==> src/rtl/ts_sync_lock.sv <==
// TS packet aligner: hunts for the sync byte, confirms it on consecutive packet
// boundaries and forwards only whole, sync-verified packets.
module ts_sync_lock #(
  parameter int unsigned PKT_LEN    = 188,
  parameter logic [7:0]  SYNC_BYTE  = 8'h47,
  parameter int unsigned LOCK_CNT   = 3,
  parameter int unsigned UNLOCK_CNT = 3,
  parameter bit          USE_START  = 1'b0
) (
  input  logic        clk,
  input  logic        reset,
  input  logic [7:0]  in_data,
  input  logic        in_valid,
  input  logic        in_start,
  output logic [7:0]  out_data,
  output logic        out_wrreq,
  output logic        out_start,
  input  logic        out_almost_full,
  output logic        locked,
  output logic [15:0] pkt_cnt,
  output logic [15:0] drop_cnt,
  output logic [15:0] err_cnt,
  output logic [15:0] sync_lost_cnt
);

  localparam logic [7:0] LP_LAST    = 8'(PKT_LEN - 1);
  localparam logic [2:0] LP_LOCK_M1 = 3'(LOCK_CNT - 1);
  localparam logic [2:0] LP_UNLOCK  = 3'(UNLOCK_CNT);

  typedef enum logic [1:0] {StHunt, StVerify, StLocked} state_e;

  state_e      r_state;
  logic [7:0]  r_pos;
  logic [2:0]  r_good;
  logic [2:0]  r_miss;
  logic        r_fwd;
  logic [7:0]  r_data;
  logic        r_wrreq;
  logic        r_start;
  logic [15:0] r_pkt;
  logic [15:0] r_drop;
  logic [15:0] r_err;
  logic [15:0] r_lost;

  logic       w_match;
  logic       w_cand;
  logic       w_boundary;
  logic [7:0] w_pos_inc;

  assign w_match    = (in_data == SYNC_BYTE);
  assign w_cand     = w_match && (!USE_START || in_start);
  assign w_boundary = (r_pos == 8'd0);
  assign w_pos_inc  = (r_pos == LP_LAST) ? 8'd0 : r_pos + 8'd1;

  function automatic logic [15:0] sat_inc(input logic [15:0] c);
    return (c == 16'hFFFF) ? c : c + 16'd1;
  endfunction

  always_ff @(posedge clk or negedge reset) begin
    if (!reset) begin
      r_state <= StHunt;
      r_pos   <= '0;
      r_good  <= '0;
      r_miss  <= '0;
      r_fwd   <= 1'b0;
      r_data  <= '0;
      r_wrreq <= 1'b0;
      r_start <= 1'b0;
      r_pkt   <= '0;
      r_drop  <= '0;
      r_err   <= '0;
      r_lost  <= '0;
    end else begin
      r_wrreq <= 1'b0;
      r_start <= 1'b0;
      if (in_valid) begin
        unique case (r_state)
          StHunt: begin
            if (w_cand) begin
              r_state <= StVerify;
              r_good  <= 3'd1;
              r_pos   <= 8'd1;
            end else begin
              r_pos <= 8'd0;
            end
          end
          StVerify: begin
            if (!w_boundary) begin
              r_pos <= w_pos_inc;
            end else if (!w_match) begin
              // The rejected byte is consumed; hunting restarts on the next one.
              r_state <= StHunt;
              r_good  <= '0;
              r_pos   <= '0;
            end else if (r_good != LP_LOCK_M1) begin
              r_good <= r_good + 3'd1;
              r_pos  <= w_pos_inc;
            end else begin
              r_state <= StLocked;
              r_miss  <= '0;
              r_pos   <= w_pos_inc;
              if (out_almost_full) begin
                r_fwd  <= 1'b0;
                r_drop <= sat_inc(r_drop);
              end else begin
                r_fwd   <= 1'b1;
                r_wrreq <= 1'b1;
                r_start <= 1'b1;
                r_data  <= in_data;
                r_pkt   <= sat_inc(r_pkt);
              end
            end
          end
          StLocked: begin
            if (!w_boundary) begin
              // Back-pressure is only sampled on the sync byte.
              r_pos <= w_pos_inc;
              if (r_fwd) begin
                r_wrreq <= 1'b1;
                r_data  <= in_data;
              end
            end else if (w_match) begin
              r_miss <= '0;
              r_pos  <= w_pos_inc;
              if (out_almost_full) begin
                r_fwd  <= 1'b0;
                r_drop <= sat_inc(r_drop);
              end else begin
                r_fwd   <= 1'b1;
                r_wrreq <= 1'b1;
                r_start <= 1'b1;
                r_data  <= in_data;
                r_pkt   <= sat_inc(r_pkt);
              end
            end else begin
              r_fwd <= 1'b0;
              r_err <= sat_inc(r_err);
              if (r_miss + 3'd1 == LP_UNLOCK) begin
                r_state <= StHunt;
                r_pos   <= '0;
                r_miss  <= '0;
                r_lost  <= sat_inc(r_lost);
              end else begin
                r_miss <= r_miss + 3'd1;
                r_pos  <= w_pos_inc;
              end
            end
          end
          default: begin
            r_state <= StHunt;
            r_pos   <= '0;
          end
        endcase
      end
    end
  end

  assign out_data      = r_data;
  assign out_wrreq     = r_wrreq;
  assign out_start     = r_start;
  assign locked        = (r_state == StLocked);
  assign pkt_cnt       = r_pkt;
  assign drop_cnt      = r_drop;
  assign err_cnt       = r_err;
  assign sync_lost_cnt = r_lost;

endmodule
==> config.mk <==
export PLATFORM = sky130hd
export DESIGN_NAME = ts_sync_lock
export DESIGN_NICKNAME = d
export VERILOG_FILES = /design/src/rtl/ts_sync_lock.sv
export SDC_FILE = /design/constraint.sdc
export NUM_CORES = 1
export LEC_CHECK = 0
export ABC_AREA = 1
export BUFFER_PORTS_ARGS = -buffer_cell sky130_fd_sc_hd__buf_2
export CORE_ASPECT_RATIO = 1.2
export CORE_MARGIN = 2
export CORE_UTILIZATION = 55
export DETAILED_ROUTE_END_ITERATION = 10
export PLACE_DENSITY = 0.77
export SLEW_MARGIN = 5
export SYNTH_ARGS = -nofsm -noshare
export SYNTH_HDL_FRONTEND = slang
export SYNTH_SLANG_ARGS = --single-unit
==> constraint.sdc <==
create_clock -name clk -period 3.6 [get_ports clk]
set_input_delay 0.18 -clock clk [delete_from_list [all_inputs] [get_ports clk]]
set_output_delay 0.18 -clock clk [all_outputs]
set_load 0.05 [all_outputs]
==> metrics.txt, run 1 <==
status finished with violations; failing checks hold timing; ANT cells 0; DR vias 5665; Worst-Margin Slew 0.914 ns; Final Slew Violations 0; pin count of the biggest net entering global routing 74; Detailed Routing Iterations Pass 1 5; Ys Warns 0; clock sinks 91; compound-gate portion of the synthesized area 3.48%; Initial Utilization 55.8%; Mapped Cells 871; DR DRC count 0; CP top delay family simple AND/OR/NAND/NOR gates; clock skew 0.00796 ns; residual overflow from global routing 0; initial antenna violation count 0; CP Launch Point r_state[0]; most frequent cells in the layout nand2_1, dfrtp_1, buf_2; post-DR vias/cell 5.23; H-tree depth 3; total track usage 23.9%; Crit Path Class reg -> reg; die height 119 µm; Unique masters post-synth 34; final core occ 62.9%; Reg clk slew, reported paths 0.07 ns; largest family of logic cells by synthesized area simple AND/OR/NAND/NOR gates; Max-Cap Viols 0; Syn Area/Cell 6.97 µm²; Die ar. 11900 µm²; fin nets 974; vias in the first global route 5404; CTS tree built; Worst setup SP type register; Tightest Hold Check Type in -> async; Crit path arrival time 2.95 ns; Fmax 366 MHz; relative slew slack 39.0%; Total Wirelength 13500 µm; post-CTS sizing 0; # rows 42; CP Max Fanout 17; global-route wire length before repair 23800 µm; hold buffers post-CTS 0; CP Buf/Inv Count 2; worst-skew pair later-pin latency 0.34 ns; FF+latch count, synth 91; Routed Antenna Nets 0; final setup fails 0; RSZ-0062 raised after global routing false; Detailed Place HPWL 9730 µm; DR WL/cell 12.5 µm; synth-to-layout area growth 12.7%; cells on worst reg2reg path 9; Tcrit/Tclk final 75.8%; Port Buffers 86; Post-CTS Setup Inserts 0; reg-to-reg startpoint r_state[0]; die width 99.9 µm; xor/xnor share of the synthesized area 6.64%; gpl congestion 0.899; static leakage 3.60 nW; mapped cell area 6070 µm²; Num CTS Buffers 9; post-route minimum period 2.73 ns; r2r endpoint pkt_cnt[5]; commonest non-fill, non-tap cell in the layout nand2_1; Post-Synth Adder-Cell Area 3.09%; Core Area 10900 µm²; instance count on the critical path 9; slowest CP cell ha_1; WHS -0.0304 ns; # IOs 88; CP Cell Sequence inv_1, ha_1, inv_1, a21oi_2, nand2_2, nor2_4, nand2_4, nand2_1, nand2_1; Hold Fails Final Rpt 41; maximum vdd ir drop 0.477 mV; detailed router's first-iteration violation count 209; CP Data Required Time 3.82 ns; Setup TNS 0 ns; Worst Setup EP pkt_cnt[5]; CTS Buffer Depth 2; crit path capture type register; simple-gate portion of the synthesized area 42.0%; Seq/Total Area, Yosys 37.5%; syn nets 899; clock root buffer clkbuf_16; cell area power density 480 nW/µm²; max incr delay on CP 0.60 ns; mux contribution to synthesized area 0%; ratio of cells with drive above 1 in the final layout 14.4%; Worst R2R Setup Slack 0.87 ns
-- state kept, by name, indices dropped and copies added (netlist names), 2 cells and up --
signal         flops
drop_cnt          16
err_cnt           16
out_data           8
pkt_cnt           16
r_good             3
r_miss             3
r_pos              8
r_state            2
sync_lost_cnt     16
-- Yosys cell counts --
| master | number | area, µm² |
|---|---|---|
| nand2_2 | 6 | 37.5 |
| ha_1 | 15 | 188 |
| nor2_2 | 7 | 43.8 |
| nand3_4 | 1 | 17.5 |
| or2_2 | 1 | 6.26 |
| inv_2 | 3 | 11.3 |
| o21bai_1 | 1 | 7.51 |
| o21ai_1 | 5 | 25.0 |
| clkbuf_1 | 4 | 15.0 |
| xnor2_1 | 15 | 131 |
| nand3_1 | 81 | 405 |
| buf_4 | 3 | 22.5 |
| nor3_1 | 15 | 75.1 |
| nand4_1 | 30 | 188 |
| nand2_1 | 342 | 1280 |
| inv_4 | 1 | 6.26 |
| a21oi_1 | 3 | 15.0 |
| buf_2 | 10 | 50.1 |
| nor3_2 | 1 | 10.0 |
| o21ai_0 | 28 | 140 |
| dfrtp_1 | 91 | 2280 |
| nor2_1 | 77 | 289 |
| o211ai_1 | 2 | 15.0 |
| buf_6 | 6 | 67.6 |
| a21oi_2 | 1 | 8.76 |
| xor2_1 | 31 | 272 |
| inv_1 | 71 | 267 |
| nor2_4 | 6 | 67.6 |
| nand2_4 | 5 | 56.3 |
| or2_0 | 1 | 6.26 |
| nor3_4 | 1 | 16.3 |
| buf_1 | 1 | 3.75 |
| nor4_1 | 1 | 6.26 |
| nand3b_1 | 5 | 37.5 |
-- cell type report --
type / count / area [µm²]
clock buffer: 9 / 225
timing repair buffer: 88 / 448
inverter: 75 / 284
clock inverter: 7 / 92.6
multi-input combinational: 681 / 3350
sequential: 91 / 2280
tap: 132 / 165
fill: 1052 / 4040
-- through the flow --
| stage | power, mW | cell area (µm²) | worst slack [ns] | std cells |
|---|---|---|---|---|
| after floorplan | 2.06 | 6070 | 1.43 | 871 |
| after global placement | 2.28 | 6520 | 0.897 | 1067 |
| after detailed placement | 2.29 | 6520 | 0.859 | 1067 |
| after CTS | 3.31 | 6840 | 0.852 | 1083 |
| after global routing | 3.47 | 6840 | 0.595 | 1083 |
| final | 3.28 | 6840 | 0.870 | 1083 |
-- where the power goes --
| group | total [mW] | internal [mW] | switching, mW |
|---|---|---|---|
| Sequential | 1.25 | 1.13 | 0.119 |
| Combinational | 1.02 | 0.262 | 0.756 |
| Clock | 1.01 | 0.607 | 0.402 |
-- worst min path at each step --
stage               slack [ns]  start                end  cells after the start
finish                   -0.03  reset  sync_lost_cnt[13]                      1
global route              0.06  reset  sync_lost_cnt[13]                      1
CTS                       0.01  reset  sync_lost_cnt[13]                      1
detailed placement        0.38  reset  sync_lost_cnt[13]                      1
global placement          0.38  reset  sync_lost_cnt[13]                      1
floorplan                -0.12  reset        drop_cnt[0]                      0
-- routing by layer --
layer  global-route usage, %  share of wire, %
met5                       0                 0
met2                    40.7                50
met4                    8.39               1.4
met1                    30.5                45
met3                    4.40               4.1
-- kinds of logic (layout without fill, tap and decap cells) --
group | count (synthesis) | count (layout)
AO/OA/AOI/OAI | 40 | 40
buffers and inverters | 99 | 179
XOR/XNOR | 46 | 46
flip-flops | 91 | 91
AND/OR/NAND/NOR | 580 | 580
adder cells (fa/ha/maj) | 15 | 15
Power figures use the tool's default switching activity.
==> run 2, diff against run 1 <==
Settings changed: ABC_AREA 1 to 0, PLACE_DENSITY 0.77 to 0.79.
Clock period 3.6 ns to 2.7 ns, I/O delays scaled along.
==> run 2 against run 1 <==
- the run now ends clean
- sequential share of layout area increased by 6.8 points
- clock-buffer cell count increased by 2
- fmax increased by 14%
- critical endpoint is now out_data[4]
- worst hold slack improved by 0.063 ns
- synthesized cell count decreased by 48%
- combinational power decreased by 76%
- register-to-register slack got worse by 0.57 ns
- non-clock buffer count increased by 6
- highest routed layer unchanged
- sequential cell count unchanged
==> metrics.txt, run 2 <==
Seq/Total Area, Yosys 46.9% (+9.3 points); mapped cell area 4860 µm² (-20%); Setup TNS 0 ns (unchanged); ANT cells 0 (unchanged); ratio of cells with drive above 1 in the final layout 26.8% (+12 points); clock skew 0.00480 ns (-0.00316 ns); most frequent cells in the layout dfrtp_1, buf_2, xnor2_1; multi-input logic area 2450 µm² (-27%); Most used DFF post-synth dfrtp_1; Finished Layout Cells 672 (-38%); Area after DPL 5430 µm² (-17%); Crit path arrival time 2.65 ns (-0.30 ns); worst-skew pair later-pin latency 0.36 ns (+0.02 ns); Max-Cap Viols 0 (unchanged); # rows 37 (-12%); CP Cell Sequence inv_1, ha_1, nor4b_4, nand2_1, and3_4, o21ai_2, mux2_2; Syn Area/Cell 10.6 µm² (+53%); CP Buf/Inv Count 1 (-1); Final Slew Violations 0 (unchanged); DR DRC count 0 (unchanged); pin count of the biggest net entering global routing 54 (-27%); Worst-Margin Slew 0.682 ns (-0.233 ns); Core Area 8560 µm² (-21%); static leakage 2.76 nW (-23%); Final Power 2.81 mW (-14%); Tcrit/Tclk final 88.9% (+13 points); die width 89.8 µm (-10%); DR WL/cell 15.5 µm (+24%); Die ar. 9610 µm² (-19%); register area 2280 µm² (unchanged); total track usage 22.4% (-1.5 points); status finished, final reports clean; Detailed Place HPWL 7650 µm (-21%); CTS Buffer Depth 2 (unchanged); Num CTS Buffers 9 (unchanged); Unique masters post-synth 66 (+94%); DR vias 3894 (-31%); post-route cell area 5670 µm² (-17%); vias in the first global route 3690 (-32%); Reg clk slew, reported paths 0.09 ns (+0.02 ns); cell area power density 495 nW/µm² (+3.2%); Fmax 417 MHz (+14%); CP Data Required Time 2.95 ns (-0.87 ns); CP top delay family simple AND/OR/NAND/NOR gates; CP Max Fanout 8 (-9); Total Wirelength 10400 µm (-23%); global-route wire length before repair 17500 µm (-27%); Fillers 673 (-36%); Tightest Hold Check Type in -> reg; post-DR vias/cell 5.79 (+11%); initial antenna violation count 0 (unchanged); Detailed Routing Iterations Pass 1 4 (-1); H-tree depth 3 (unchanged); maximum vdd ir drop 0.322 mV (-33%); Routed Antenna Nets 0 (unchanged); # IOs 88 (unchanged); commonest non-fill, non-tap cell in the layout dfrtp_1; die height 107 µm (-10%); Mapped Cells 457 (-48%); Crit Path Class reg -> reg; fin nets 578 (-41%); synth-to-layout area growth 16.8%; top-area cell type share of the netlist area 46.9% (+9.3 points); FF+latch count, synth 91 (unchanged); residual overflow from global routing 0 (unchanged); clock sinks 91 (unchanged); Ys Warns 0 (unchanged); post-route minimum period 2.40 ns (-0.330 ns); Worst setup SP type register; Initial Utilization 56.7% (+0.96 points); CTS tree built; most common cell in the netlist dfrtp_1; RSZ-0062 raised after global routing false; number of synthesized flops with an enable pin 0 (unchanged); slowest CP cell dfrtp_1; crit path capture type register; Hold Fails Final Rpt 0 (-100%); Synth area leaders dfrtp_1, xnor2_1, nand3_1; cell total after placement 655 (-39%); cell taking the most area after synthesis dfrtp_1; relative slew slack 54.5% (+16 points); final setup fails 0 (unchanged); syn nets 485 (-46%); clock root buffer clkbuf_8; Post-CTS Setup Inserts 0 (unchanged); Synth async-reset ratio 100% (unchanged); gpl congestion 0.875 (-2.7%); Port Buffers 86 (unchanged); detailed router's first-iteration violation count 202 (-3.3%); max incr delay on CP 0.44 ns (-0.16 ns); Synth top cells by count dfrtp_1, xnor2_1, nand3_1, nand4_1, nand2_1
run 2: logic make-up (layout without fill, tap and decap cells):
kind of cell | after synthesis | in the layout | synth area share [%]
mux | 17 | 17 | 3.91
compound gates | 44 | 44 | 7.80
buf+inv | 32 | 130 | 2.81
flops | 91 | 91 | 46.9
fa+ha+maj | 15 | 15 | 3.86
xor+xnor | 56 | 56 | 10.1
simple gates | 202 | 202 | 24.7
run 2: layer usage:
metal	part of all wire, %	routed length (µm)	GRT usage (%)	vias up
met5	0	0	0	-
met4	1.4	146	8.57	0
met3	4.9	505	4.64	13
met2	51	5260	38.2	106
met1	43	4500	28.3	1935
li1	-	-	-	1840
run 2: worst paths after layout:
check,cells past startpoint,start,endpoint,slack (ns)
min reg2reg,1,pkt_cnt[4],pkt_cnt[4],0.49
min,2,in_data[0],out_data[0],0.03
max in group asynchronous,3,reset,drop_cnt[1],1.58
min in group asynchronous,2,reset,r_pos[3],0.35
max reg2reg,7,r_pos[0],out_data[4],0.30
max,7,r_pos[0],out_data[4],0.30
run 2: what timing repair did:
action	CTS	global route
endpoints found under the setup margin	0	8
hold buffers	1	0
hold endpoints to repair	51	0
resized for setup	0	1
run 2: metrics by stage:
stage / hold WS (ns) / setup WS, ns / utilization (%)
after detailed placement: 0.220 / 0.164 / 63.4
after global routing: 0.0139 / 0.127 / 66.3
after global placement: 0.208 / 0.317 / 63.4
after CTS: 0.0193 / 0.150 / 66.3
after floorplan: -0.161 / 0.272 / -
final: 0.0330 / 0.300 / 66.3
run 2: layout make-up:
class | instances | area share (%)
multi-input cells | 334 | 43.1
inverters | 20 | 1.32
repair buffers | 94 | 8.73
clock inverters | 5 | 1.46
flip-flops and latches | 91 | 40.1
well taps | 117 | 2.58
clock buffers | 11 | 2.67
run 2: report_power, final:
group	total (mW)	internal [mW]	leakage (nW)	switching, mW
clock	1.07	0.577	0.120	0.490
combinational	0.241	0.104	1.42	0.138
sequential	1.50	1.41	1.22	0.0906
==> run 3, diff against run 2 <==
Settings changed: CORE_UTILIZATION 55 to 56, PLACE_DENSITY 0.79 to 0.8.
==> run 3 against run 2 <==
- sequential cell count unchanged
- wire length increased by 1.6%
- clock power fell by 15%
- non-clock buffer count increased by 4
- first-iteration DRC count up 41%
- register-to-register slack lost 0.04 ns
- clock-buffer cell count increased by 1
- worst hold slack got worse by 0.0086 ns
- die area shrank 1.7%
- combinational power is 2% higher
- core utilization is 0.27 points higher
- worst setup slack lost 0.037 ns
==> metrics.txt, run 3 (synthesis results as in run 2) <==
r2r endpoint out_data[7]; crit path capture type register; slack of the critical path 0.262 ns (-0.0375 ns); detailed router's first-iteration violation count 285 (+41%); pin count of the biggest net entering global routing 48 (-11%); RSZ-0062 raised after global routing false; slowest CP cell dfrtp_1; Hold Path Sink out_data[6]; ANT cells 0 (unchanged); H-tree depth 3 (unchanged); hold path depth 2 (unchanged); most frequent cells in the layout dfrtp_1, buf_2, xnor2_1; final setup fails 0 (unchanged); CP Max Fanout 8 (unchanged); Max-Cap Viols 0 (unchanged); die width 89.0 µm (-0.86%); Total Wirelength 10600 µm (+1.6%); CP Cell Sequence inv_1, ha_1, nor4b_4, nand2_1, and3_4, o21ai_2, mux2_2; clock root buffer clkbuf_8; cells on worst reg2reg path 7 (unchanged); DR DRC count 0 (unchanged); Port Buffers 86 (unchanged); Hold Fails Final Rpt 0 (unchanged); Core Area 8520 µm² (-0.54%); Die ar. 9440 µm² (-1.7%); status finished, final reports clean; DR vias 3922 (+0.72%); Worst-Margin Slew 0.576 ns (-0.106 ns); maximum vdd ir drop 0.317 mV (-1.5%); Crit path arrival time 2.69 ns (+0.04 ns); gpl congestion 0.889 (+1.6%); Worst setup SP type register; post-route minimum period 2.44 ns (+0.0375 ns); vias in the first global route 3783 (+2.5%); clock sinks 91 (unchanged); total track usage 23.5% (+1.1 points); DR WL/cell 15.7 µm (+1.0%); reg-to-reg startpoint r_pos[0]; Routed Antenna Nets 0 (unchanged); residual overflow from global routing 0 (unchanged); Tcrit/Tclk final 90.3% (+1.4 points); CTS Buffer Depth 2 (unchanged); ratio of cells with drive above 1 in the final layout 27.4% (+0.52 points); # rows 37 (unchanged); Hold Path Origin in_data[6]; Reg clk slew, reported paths 0.09 ns (about the same); commonest non-fill, non-tap cell in the layout dfrtp_1; post-DR vias/cell 5.80 (+0.12%); Detailed Place HPWL 7750 µm (+1.3%); Detailed Routing Iterations Pass 1 4 (unchanged); CP Buf/Inv Count 1 (unchanged); DP Worst Slack 0.300 ns (+0.136 ns); CP Data Required Time 2.95 ns (about the same); # IOs 88 (unchanged); CTS tree built; static leakage 2.75 nW (-0.34%); cell area power density 468 nW/µm² (-5.4%); relative slew slack 61.6% (+7.1 points); Setup TNS 0 ns (unchanged); Crit Path Class reg -> reg; max incr delay on CP 0.45 ns (about the same); initial antenna violation count 0 (unchanged); Initial Utilization 57.1% (+0.31 points); CP top delay family simple AND/OR/NAND/NOR gates; Worst R2R Setup Slack 0.26 ns (-0.04 ns); die height 106 µm (-0.86%); final core occ 66.5% (+0.27 points); clock skew 0.0118 ns (+0.00697 ns); Fmax 410 MHz (-1.5%); worst-skew pair later-pin latency 0.37 ns (about the same); Num CTS Buffers 9 (unchanged); Tightest Hold Check Type in -> reg; Final Slew Violations 0 (unchanged); synth-to-layout area growth 16.6%; fin nets 582 (+0.69%); global-route wire length before repair 17500 µm (+0.44%)
[run 3: metrics by stage]
| step | std cells | area (µm²) | hold slack (ns) | total power [mW] |
|---|---|---|---|---|
| after floorplan | 457 | 4860 | -0.161 | 1.69 |
| after global placement | 659 | 5460 | 0.175 | 1.75 |
| after detailed placement | 659 | 5460 | 0.181 | 1.77 |
| after CTS | 676 | 5670 | 0.0173 | 2.67 |
| after global routing | 676 | 5670 | 0.0108 | 2.76 |
| final | 676 | 5670 | 0.0244 | 2.65 |
[run 3: layout make-up]
type                            instances  area [µm²]
Fill cell                             676        2850
Multi-Input combinational cell        334        2450
Sequential cell                        91        2280
Timing Repair Buffer                   98         526
Clock buffer                           12         165
Tap cell                              117         146
Inverter                               20        75.1
Clock inverter                          4        31.3
[run 3: timing repair]
| action | 4_1_cts | 5_1_grt |
|---|---|---|
| endpoints found under the hold margin | 45 | 0 |
| gates resized for setup | 0 | 0 |
| buffers inserted | 0 | 0 |
| setup endpoints to repair | 0 | 0 |
| hold buffers | 1 | 0 |
[run 3: report_power, final]
part / total [mW] / leakage (nW) / internal, mW / switching [mW]
registers: 1.50 / 1.22 / 1.41 / 0.0924
clock network: 0.905 / 0.0913 / 0.413 / 0.491
logic: 0.246 / 1.44 / 0.106 / 0.140
total: 2.65 / 2.75 / 1.93 / 0.724
[run 3: worst max path at each step]
| stage | cells after the start | startpoint | end | slack [ns] |
|---|---|---|---|---|
| floorplan | 8 | r_state[0] | drop_cnt[15] | 0.27 |
| global placement | 7 | r_pos[0] | out_data[3] | 0.39 |
| detailed placement | 7 | r_pos[0] | out_data[7] | 0.30 |
| CTS | 7 | r_pos[0] | out_data[7] | 0.26 |
| global route | 7 | r_pos[0] | pkt_cnt[15] | 0.14 |
| finish | 7 | r_pos[0] | out_data[7] | 0.26 |
[run 3: worst reg2reg max path, cell delays in order (launching register included)]
cell	delay, ns
dfrtp_1	0.45
inv_1	0.11
ha_1	0.17
nor4b_4	0.32
nand2_1	0.21
and3_4	0.24
o21ai_2	0.43
mux2_2	0.40
[run 3: per-layer routing]
| metal | routed length [µm] | GRT usage, % | vias up |
|---|---|---|---|
| met4 | 267 | 8.64 | 0 |
| met3 | 557 | 5.59 | 21 |
| li1 | - | - | 1856 |
| met1 | 4570 | 30.8 | 1918 |
| met5 | 0 | 0 | - |
| met2 | 5180 | 37.7 | 127 |
